<file path="src/rtl/lsu_mem_bridge.sv">
// Load/store bridge between the core datapath and a handshaked, multi-cycle data memory.
// Builds byte strobes, lane-aligns stores, extends loads, stalls the core and flags bad accesses/timeouts.
module lsu_mem_bridge #(
  parameter int TIMEOUT = 16,
  parameter int CNT_W   = 5
) (
  input  logic        clk,
  input  logic        reset,
  input  logic        req_read,
  input  logic        req_write,
  input  logic [2:0]  req_funct3,
  input  logic [31:0] req_addr,
  input  logic [31:0] req_wdata,
  output logic        stall,
  output logic        resp_valid,
  output logic [31:0] resp_rdata,
  output logic        fault,
  output logic        mem_req,
  output logic        mem_we,
  output logic [31:0] mem_addr,
  output logic [31:0] mem_wdata,
  output logic [3:0]  mem_wstrb,
  input  logic        mem_ack,
  input  logic [31:0] mem_rdata
);

  typedef enum logic [1:0] {S_IDLE, S_WAIT, S_RESP} state_t;

  localparam int              TO_LAST_I = (TIMEOUT > 0) ? TIMEOUT - 1 : 0;
  localparam logic [CNT_W-1:0] TO_LAST   = TO_LAST_I[CNT_W-1:0];

  state_t           state;
  logic [CNT_W-1:0] cnt;
  logic [1:0]       off_q;
  logic [2:0]       f3_q;
  logic [31:0]      rdata_q;
  logic             fault_q;

  logic        req;
  logic        illegal_f3;
  logic        misaligned;
  logic        legal;
  logic        is_idle;
  logic        req_bad;
  logic [3:0]  st_strb;
  logic [31:0] st_data;
  logic [7:0]  ld_byte;
  logic [15:0] ld_half;
  logic [31:0] ld_data;

  // Decode the request; a simultaneous read and write is never legal.
  assign req        = req_read | req_write;
  assign illegal_f3 = req_read ? ((req_funct3 == 3'b011) || (req_funct3[2:1] == 2'b11))
                               : (req_funct3 >= 3'b011);
  assign misaligned = ((req_funct3[1:0] == 2'b01) && req_addr[0]) ||
                      ((req_funct3[1:0] == 2'b10) && (req_addr[1:0] != 2'b00));
  assign legal      = req && !(req_read && req_write) && !illegal_f3 && !misaligned;

  // Gating with reset keeps the combinational IDLE responses quiet while reset is held.
  assign is_idle    = reset && (state == S_IDLE);
  assign req_bad    = is_idle && req && !legal;

  assign stall      = (is_idle && legal) || (state == S_WAIT);
  assign resp_valid = req_bad || (state == S_RESP);
  assign fault      = req_bad || ((state == S_RESP) && fault_q);
  assign resp_rdata = (state == S_RESP) ? rdata_q : 32'h0;

  always_comb begin
    st_strb = 4'b1111;
    st_data = req_wdata;
    case (req_funct3[1:0])
      2'b00: begin
        st_strb = 4'b0001 << req_addr[1:0];
        st_data = {4{req_wdata[7:0]}};
      end
      2'b01: begin
        st_strb = 4'b0011 << req_addr[1:0];
        st_data = {2{req_wdata[15:0]}};
      end
      default: begin
        st_strb = 4'b1111;
        st_data = req_wdata;
      end
    endcase
  end

  // Load extraction uses the latched offset and funct3, since the core may move on after RESP.
  always_comb begin
    ld_byte = mem_rdata[7:0];
    case (off_q)
      2'd0:    ld_byte = mem_rdata[7:0];
      2'd1:    ld_byte = mem_rdata[15:8];
      2'd2:    ld_byte = mem_rdata[23:16];
      default: ld_byte = mem_rdata[31:24];
    endcase
    ld_half = off_q[1] ? mem_rdata[31:16] : mem_rdata[15:0];
    case (f3_q[1:0])
      2'b00:   ld_data = {{24{ld_byte[7] & ~f3_q[2]}}, ld_byte};
      2'b01:   ld_data = {{16{ld_half[15] & ~f3_q[2]}}, ld_half};
      default: ld_data = mem_rdata;
    endcase
  end

  always_ff @(posedge clk or negedge reset) begin
    if (!reset) begin
      state     <= S_IDLE;
      cnt       <= '0;
      off_q     <= 2'b00;
      f3_q      <= 3'b000;
      rdata_q   <= 32'h0;
      fault_q   <= 1'b0;
      mem_req   <= 1'b0;
      mem_we    <= 1'b0;
      mem_addr  <= 32'h0;
      mem_wdata <= 32'h0;
      mem_wstrb <= 4'b0000;
    end else begin
      case (state)
        S_IDLE: begin
          if (legal) begin
            state     <= S_WAIT;
            cnt       <= '0;
            mem_req   <= 1'b1;
            mem_we    <= req_write;
            mem_addr  <= {req_addr[31:2], 2'b00};
            mem_wdata <= req_write ? st_data : 32'h0;
            mem_wstrb <= req_write ? st_strb : 4'b0000;
            off_q     <= req_addr[1:0];
            f3_q      <= req_funct3;
          end
        end
        S_WAIT: begin
          cnt <= cnt + CNT_W'(1);
          // Ack takes priority over a timeout landing in the same cycle.
          if (mem_ack) begin
            state   <= S_RESP;
            mem_req <= 1'b0;
            rdata_q <= mem_we ? 32'h0 : ld_data;
            fault_q <= 1'b0;
          end else if ((TIMEOUT != 0) && (cnt == TO_LAST)) begin
            state   <= S_RESP;
            mem_req <= 1'b0;
            rdata_q <= 32'h0;
            fault_q <= 1'b1;
          end
        end
        S_RESP: state <= S_IDLE;
        default: state <= S_IDLE;
      endcase
    end
  end

endmodule

</file>
<file path="config.mk">
export PLATFORM = sky130hd
export DESIGN_NAME = lsu_mem_bridge
export DESIGN_NICKNAME = d
export VERILOG_FILES = /design/src/rtl/lsu_mem_bridge.sv
export SDC_FILE = /design/constraint.sdc
export NUM_CORES = 1
export LEC_CHECK = 0
export CAP_MARGIN = 0
export CORE_MARGIN = 8
export CORE_UTILIZATION = 47
export CTS_BUF_LIST = sky130_fd_sc_hd__clkbuf_4
export CTS_CLUSTER_DIAMETER = 150
export CTS_CLUSTER_SIZE = 16
export DETAILED_ROUTE_END_ITERATION = 8
export GPL_ROUTABILITY_DRIVEN = 0
export PLACE_DENSITY = 0.83
export SYNTH_ARGS = -nofsm -noshare
export SYNTH_HDL_FRONTEND = slang
export SYNTH_SLANG_ARGS = --single-unit
</file>
<file path="constraint.sdc">
create_clock -name clk -period 9.94 [get_ports clk]
set_input_delay 2.982 -clock clk [delete_from_list [all_inputs] [get_ports clk]]
set_output_delay 2.982 -clock clk [all_outputs]
set_load 0.02 [all_outputs]
</file>
==> impl_metrics.py, run 1 <==
metrics = {
    "sta": {
        "slew_viol_final": 0,
        "grt_setup_unrepaired": "false",
        "relSlewSlack_pct": 36.10,
        "finalSetupTns_ns": 0,
        "period_minus_slack_ns": 8.688,
        "finalCritPeriodShare_pct": 87.40,
        "hold_viol": 0,
        "skew_ns": 0.02447,
        "max_freq_mhz": 115.1,
        "worst_pin_slew_ns": 0.9585,
        "setup_viol": 0,
    },
    "worst_hold_path": {
        "min_path_type": "reg -> reg",
        "hold_path_startpoint": "rdata_q[4]$_DFFE_PN0P_",
        "min_to": "rdata_q[4]$_DFFE_PN0P_",
        "whs_path_depth": 2,
    },
    "synth": {
        "ys_ff_latch": 113,
        "yosys-top-cells-area": "dfrtp_1 50%, mux2_2 9.1%, mux2i_1 6.1%",
        "yosys.area.top_type": "dfrtp_1",
        "yosysUniqueCellTypes": 44,
        "syn_area_mm2": 0.005708,
        "yosys_warnings": 0,
        "syn_avg_cell_area_um2": 10.73,
        "synth_edf_count": 0,
        "syn_inst": 532,
        "async_flop_share_pct": 100.0,
        "yosys.area.top_type_share_pct": 49.54,
        "synth.yosys.seq_area_share_pct": 49.54,
        "synthFlopType": "dfrtp_1",
    },
    "layout": {
        "diodes": 0,
        "final_area_mm2": 0.008095,
        "drive_above_1_share_pct": 13.55,
        "fill_cells": 914,
        "layout_commonest_cell": "clkdlybuf4s50_1",
        "layout_common_cells": "205 x clkdlybuf4s50_1, 113 x dfrtp_1, 53 x nand2_1",
        "nets": 832,
        "area_growth_syn_to_layout_pct": 41.82,
    },
    "cts": {
        "root_buffer": "clkbuf_4",
        "cts_tree": "yes",
        "clkTransAtPathRegs_ns": 0.10,
        "post_cts_buffers": 0,
        "cts.path.max_buffers": 2,
        "clock_sinks": 113,
        "h-tree-depth": 4,
        "postCtsResizedCells": 0,
        "cts_hold_buf": 0,
        "clkLatencyLatePin_ns": 0.53,
        "cts_buffers": 17,
    },
    "setup_path": {
        "cp.required_ns": 6.96,
        "worstSetupEndpointType": "output pin",
        "cp_slowest_cell": "clkdlybuf4s50_1",
        "worst-path-max-fanout": 20,
        "cp_cell_sequence": "clkdlybuf4s50_1 > buf_4 > clkinv_1 > buf_4 > ha_1 > o221a_2 > or3b_1 > o31ai_1 > clkdlybuf4s50_1",
        "r2r_slack_ns": 7.52,
        "startpoint": "req_write",
        "worstSetupPathType": "in -> out",
        "r2r-start": "state[0]$_DFFE_PN0P_",
        "worstPathArrival_ns": 5.71,
        "slowest_delay_ns": 0.64,
        "critical-path-top-delay-family": "buffers and inverters",
        "rr_worst_depth": 3,
        "startpoint_type": "input pin",
        "r2r_end": "mem_addr[30]$_DFFE_PN0P_",
        "crit_buf_inv": 5,
    },
    "floorplanning": {
        "core_region_area_mm2": 0.01191,
        "rows": 40,
        "num_io_pins": 209,
        "dieArea_mm2": 0.01593,
        "start_util_pct": 47.92,
        "die_w_um": 126.2,
        "fp.dieH_um": 126.2,
    },
    "drt": {
        "wl_per_cell_um": 19.65,
        "vias": 4891,
        "antenna_left": 0,
        "vias_per_cell": 5.527,
        "drc": 0,
        "wirelength_mm": 17.39,
        "first_pass_iters": 5,
        "drt_iter0_drc": 543,
    },
    "global_routing": {
        "grt_use_met1_pct": 25.98,
        "grtUsageMet3_pct": 9.831,
        "grt_use_met2_pct": 36.23,
        "antenna_found_initial": 0,
        "grt_pass1_wl_mm": 27.98,
        "grt_pass1_vias": 5197,
        "overflow": 0,
        "grt_max_degree": 75,
        "grt_busiest_layer": "met2",
        "grt_use_total_pct": 22.22,
    },
    "pwr": {
        "leakagePower_nw": 3.573,
        "ir_worst_vdd_mv": 0.1691,
        "power_density_mw_per_mm2": 222.0,
    },
    "placed_design": {
        "io_buffers": 206,
        "dpl_cell_area_mm2": 0.007830,
        "hpwl_mm": 13.20,
    },
    "run": {
        "maxCapViolCount": 0,
    },
    "outcome": {
        "outcome": "complete, no violations",
    },
}
-- worst reg2reg max path: stages, from the launching register on --
cell and delay (ns):
dfrtp_1 0.52, nor2_1 0.55, nand2_4 0.66, mux2_1 0.56
-- area by class of cell --
cell class	instances	area [µm²]	area share (%)
sequential	113	2828	34.93
multi-input combinational	360	2631	32.50
inverter	20	75.07	0.9274
clock inverter	14	130.1	1.607
tap	147	183.9	2.272
clock buffer	18	135.1	1.669
timing repair buffer	213	2112	26.09
-- routing by layer --
layer  share of wire (%)  up-vias
met5                   0        -
li1                    -     2267
met4                0.89        0
met2                  49      213
met1                  40     2395
met3                 9.9       16
-- worst max path at each step --
stage	cells after the start	endpoint
2_1_floorplan	6	fault
3_3_place_gp	9	fault
3_5_place_dp	9	fault
4_1_cts	9	fault
5_1_grt	9	fault
6_report	9	fault
-- per-stage QoR --
| stage | setup slack [ns] | power, W | std cells | hold WS (ns) | util (%) |
|---|---|---|---|---|---|
| 3_3_place_gp | 1.265 | 0.001459 | 853 | 0.4531 | 65.74 |
| 6_report | 1.252 | 0.001797 | 885 | 0.4798 | 67.96 |
| 2_1_floorplan | 2.230 | 0.001122 | 533 | 0.4418 | - |
| 3_5_place_dp | 1.235 | 0.001485 | 853 | 0.4619 | 65.74 |
| 5_1_grt | 1.046 | 0.001901 | 885 | 0.5168 | 67.96 |
| 4_1_cts | 1.234 | 0.001816 | 885 | 0.4855 | 67.96 |
-- cell families (layout without fill, tap and decap cells) --
group	after synthesis	count (layout)	share of synthesized area [%]
AO/OA/AOI/OAI	112	112	13.52
adder cells (fa/ha/maj)	3	3	0.6577
buffers and inverters	60	265	4.581
flip-flops	113	113	49.54
multiplexers	93	93	17.97
other	1	2	0.06570
AND/OR/NAND/NOR	150	150	13.66
-- cell usage after synthesis (2+ instances only) --
cell type / count
dfrtp_1: 113
inv_1: 19
nand3b_1: 6
buf_4: 3
a311o_1: 6
nand2_1: 53
a21oi_1: 23
o22ai_1: 2
a21bo_2: 8
mux2_1: 10
nor2b_1: 11
nor3_1: 11
clkbuf_1: 22
mux2_2: 46
nor2_1: 17
and2b_1: 2
and2_1: 33
mux4_2: 2
nand2b_1: 3
mux2i_1: 35
a22o_1: 5
nand4_1: 8
o21ai_0: 42
buf_2: 14
ha_1: 3
a221oi_1: 2
a221o_1: 16
-- power by group --
group / leakage, nW / internal (W) / switching [W]
Clock: 0.136 / 0.000130 / 0.000196
Sequential: 1.43 / 0.000618 / 0.000120
Combinational: 2.01 / 0.000379 / 0.000355
-- state kept, by name, summed over array words and instances, names as in the netlist, 2 cells and up --
name	cells
f3_q	3
off_q	2
mem_addr	30
state	2
cnt	5
mem_wdata	32
rdata_q	32
mem_wstrb	4
(Power assumes the default switching activity.)
==> run 2, diff against run 1 <==
--- a/config.mk
+++ b/config.mk
@@ -6,14 +6,15 @@
 export NUM_CORES = 1
 export LEC_CHECK = 0
 export CAP_MARGIN = 0
-export CORE_MARGIN = 8
-export CORE_UTILIZATION = 47
+export CORE_MARGIN = 3
+export CORE_UTILIZATION = 40
 export CTS_BUF_LIST = sky130_fd_sc_hd__clkbuf_4
 export CTS_CLUSTER_DIAMETER = 150
 export CTS_CLUSTER_SIZE = 16
 export DETAILED_ROUTE_END_ITERATION = 8
 export GPL_ROUTABILITY_DRIVEN = 0
-export PLACE_DENSITY = 0.83
+export GPL_TIMING_DRIVEN = 0
+export PLACE_DENSITY = 0.72
 export SYNTH_ARGS = -nofsm -noshare
 export SYNTH_HDL_FRONTEND = slang
 export SYNTH_SLANG_ARGS = --single-unit
==> run 2 against run 1 <==
Compared with the run above:
- sequential power decreased by 3.1%
- highest routed layer unchanged
- register-to-register slack improved by 0.16 ns
- clock skew decreased by 0.011 ns
- sequential share of layout area decreased by 0.90 points
==> impl_metrics.py, run 2 (synthesis results as in run 1) <==
metrics = {
    "drt": {
        "drt_iter0_drc": 468,
        "first_pass_iters": 5,
        "vias": 5109,
        "drc": 0,
        "wl_per_cell_um": 18.12,
        "wirelength_mm": 17.23,
        "vias_per_cell": 5.372,
        "antenna_left": 0,
    },
    "layout": {
        "layout_commonest_cell": "clkdlybuf4s50_1",
        "layout_common_cells": "204 x clkdlybuf4s50_1, 113 x dfrtp_1, 53 x nand2_1",
        "diodes": 0,
        "final_cells": 951,
        "fill_cells": 1212,
        "top_regs": "mem_wdata x32, rdata_q x32, mem_addr x30",
        "nets": 865,
        "area_growth_syn_to_layout_pct": 45.57,
        "final_area_mm2": 0.008309,
        "drive_above_1_share_pct": 14.53,
    },
    "sta": {
        "finalCritPeriodShare_pct": 88.84,
        "max_freq_mhz": 113.2,
        "layout_setup_ws_ns": 1.110,
        "slew_viol_final": 0,
        "skew_ns": 0.01385,
        "setup_viol": 0,
        "finalSetupTns_ns": 0,
        "hold_viol": 0,
        "grt_setup_unrepaired": "false",
        "period_minus_slack_ns": 8.830,
        "relSlewSlack_pct": 56.76,
        "worst_pin_slew_ns": 0.6462,
    },
    "cts": {
        "cts_buffers": 17,
        "postCtsResizedCells": 0,
        "h-tree-depth": 4,
        "post_cts_buffers": 0,
        "cts_tree": "yes",
        "clock_sinks": 113,
        "cts_hold_buf": 0,
        "clkTransAtPathRegs_ns": 0.11,
        "cts.path.max_buffers": 2,
        "root_buffer": "clkbuf_4",
        "clkLatencyLatePin_ns": 0.53,
    },
    "floorplanning": {
        "core_region_area_mm2": 0.01393,
        "fp.dieH_um": 125.5,
        "die_w_um": 125.5,
        "rows": 43,
        "dieArea_mm2": 0.01574,
        "start_util_pct": 40.96,
        "num_io_pins": 209,
    },
    "setup_path": {
        "path_depth": 9,
        "crit_buf_inv": 5,
        "slowest_delay_ns": 0.62,
        "cp_slowest_cell": "clkdlybuf4s50_1",
        "rr_worst_depth": 7,
        "worstSetupPathType": "in -> out",
        "cp_cell_sequence": "clkdlybuf4s50_1 > clkinv_1 > clkbuf_1 > ha_1 > o221a_2 > clkbuf_1 > a21oi_1 > nor2_1 > clkdlybuf4s50_1",
        "critical-path-top-delay-family": "buffers and inverters",
        "worstSetupEndpointType": "output pin",
        "worstPathArrival_ns": 5.85,
        "startpoint_type": "input pin",
        "cp.required_ns": 6.96,
        "worst-path-max-fanout": 10,
    },
    "worst_hold_path": {
        "min_path_type": "reg -> reg",
        "whs_path_depth": 2,
    },
    "pwr": {
        "leakagePower_nw": 3.665,
        "ir_worst_vdd_mv": 0.1008,
        "power_density_mw_per_mm2": 221.2,
    },
    "outcome": {
        "outcome": "complete, no violations",
    },
    "run": {
        "maxCapViolCount": 0,
    },
    "placed_design": {
        "dpl_cell_area_mm2": 0.008018,
        "hpwl_mm": 13.12,
        "io_buffers": 205,
        "dp_cells": 919,
        "dp_slack_ns": 1.112,
    },
    "global_routing": {
        "grt_pass1_wl_mm": 27.79,
        "antenna_found_initial": 0,
        "grt_pass1_vias": 5391,
        "overflow": 0,
        "grt_use_total_pct": 22.24,
        "grt_max_degree": 92,
    },
}
==> run 2: worst paths after layout <==
check                                           endpoint                   start  slack [ns]
max in group asynchronous       mem_addr[24]$_DFFE_PN0P_                   reset        6.91
worst min-delay path              rdata_q[4]$_DFFE_PN0P_  rdata_q[4]$_DFFE_PN0P_        0.48
worst max register to register    rdata_q[0]$_DFFE_PN0P_      cnt[0]$_DFFE_PN0P_        7.68
min in group asynchronous         rdata_q[4]$_DFFE_PN0P_                   reset        2.30
worst max-delay path                               stall               req_write        1.11
worst min register to register    rdata_q[4]$_DFFE_PN0P_  rdata_q[4]$_DFFE_PN0P_        0.48
==> run 2: routing by layer <==
metal,wire length [µm],GRT usage (%),share of wire (%)
met4,458,9.120,2.7
met5,0,0,0
met2,8042,34.99,47
met3,1722,7.945,10
met1,7007,27.91,41
==> run 2: stage by stage <==
step | utilization, % | total power (W) | hold slack [ns]
floorplan | - | 0.001122 | 0.4418
global placement | 57.33 | 0.001465 | 0.4564
detailed placement | 57.54 | 0.001490 | 0.4636
CTS | 59.63 | 0.001853 | 0.4853
global route | 59.63 | 0.001949 | 0.5116
finish | 59.63 | 0.001838 | 0.4814
==> run 2: worst min-delay path: stages (launching register included) <==
cell     delay (ns)
dfrtp_1        0.35
nand2_1        0.04
o21ai_0        0.06
==> run 2: layout make-up <==
| class | instances | area (µm²) | area share [%] |
|---|---|---|---|
| tap | 180 | 225.2 | 2.710 |
| timing repair buffer | 206 | 2081 | 25.04 |
| clock inverter | 12 | 141.4 | 1.702 |
| sequential | 113 | 2828 | 34.03 |
| buffer | 40 | 186.4 | 2.244 |
| multi-input combinational | 360 | 2623 | 31.56 |
| inverter | 20 | 75.07 | 0.9035 |
| clock buffer | 20 | 150.1 | 1.807 |
==> run 2: report_power, final <==
group          switching (W)  total, W  internal (W)
clock               0.000177  0.000357      0.000179
sequential         0.0000958  0.000715      0.000619
combinational       0.000380  0.000766      0.000387
total               0.000653   0.00184       0.00119
==> run 3, diff against run 2 <==
--- a/config.mk
+++ b/config.mk
@@ -15,6 +15,7 @@
 export GPL_ROUTABILITY_DRIVEN = 0
 export GPL_TIMING_DRIVEN = 0
 export PLACE_DENSITY = 0.72
+export SKIP_CTS_REPAIR_TIMING = 1
 export SYNTH_ARGS = -nofsm -noshare
 export SYNTH_HDL_FRONTEND = slang
 export SYNTH_SLANG_ARGS = --single-unit
==> results of run 3 <==
No change in the layout: final DEF, timing and power equal those of run 2.
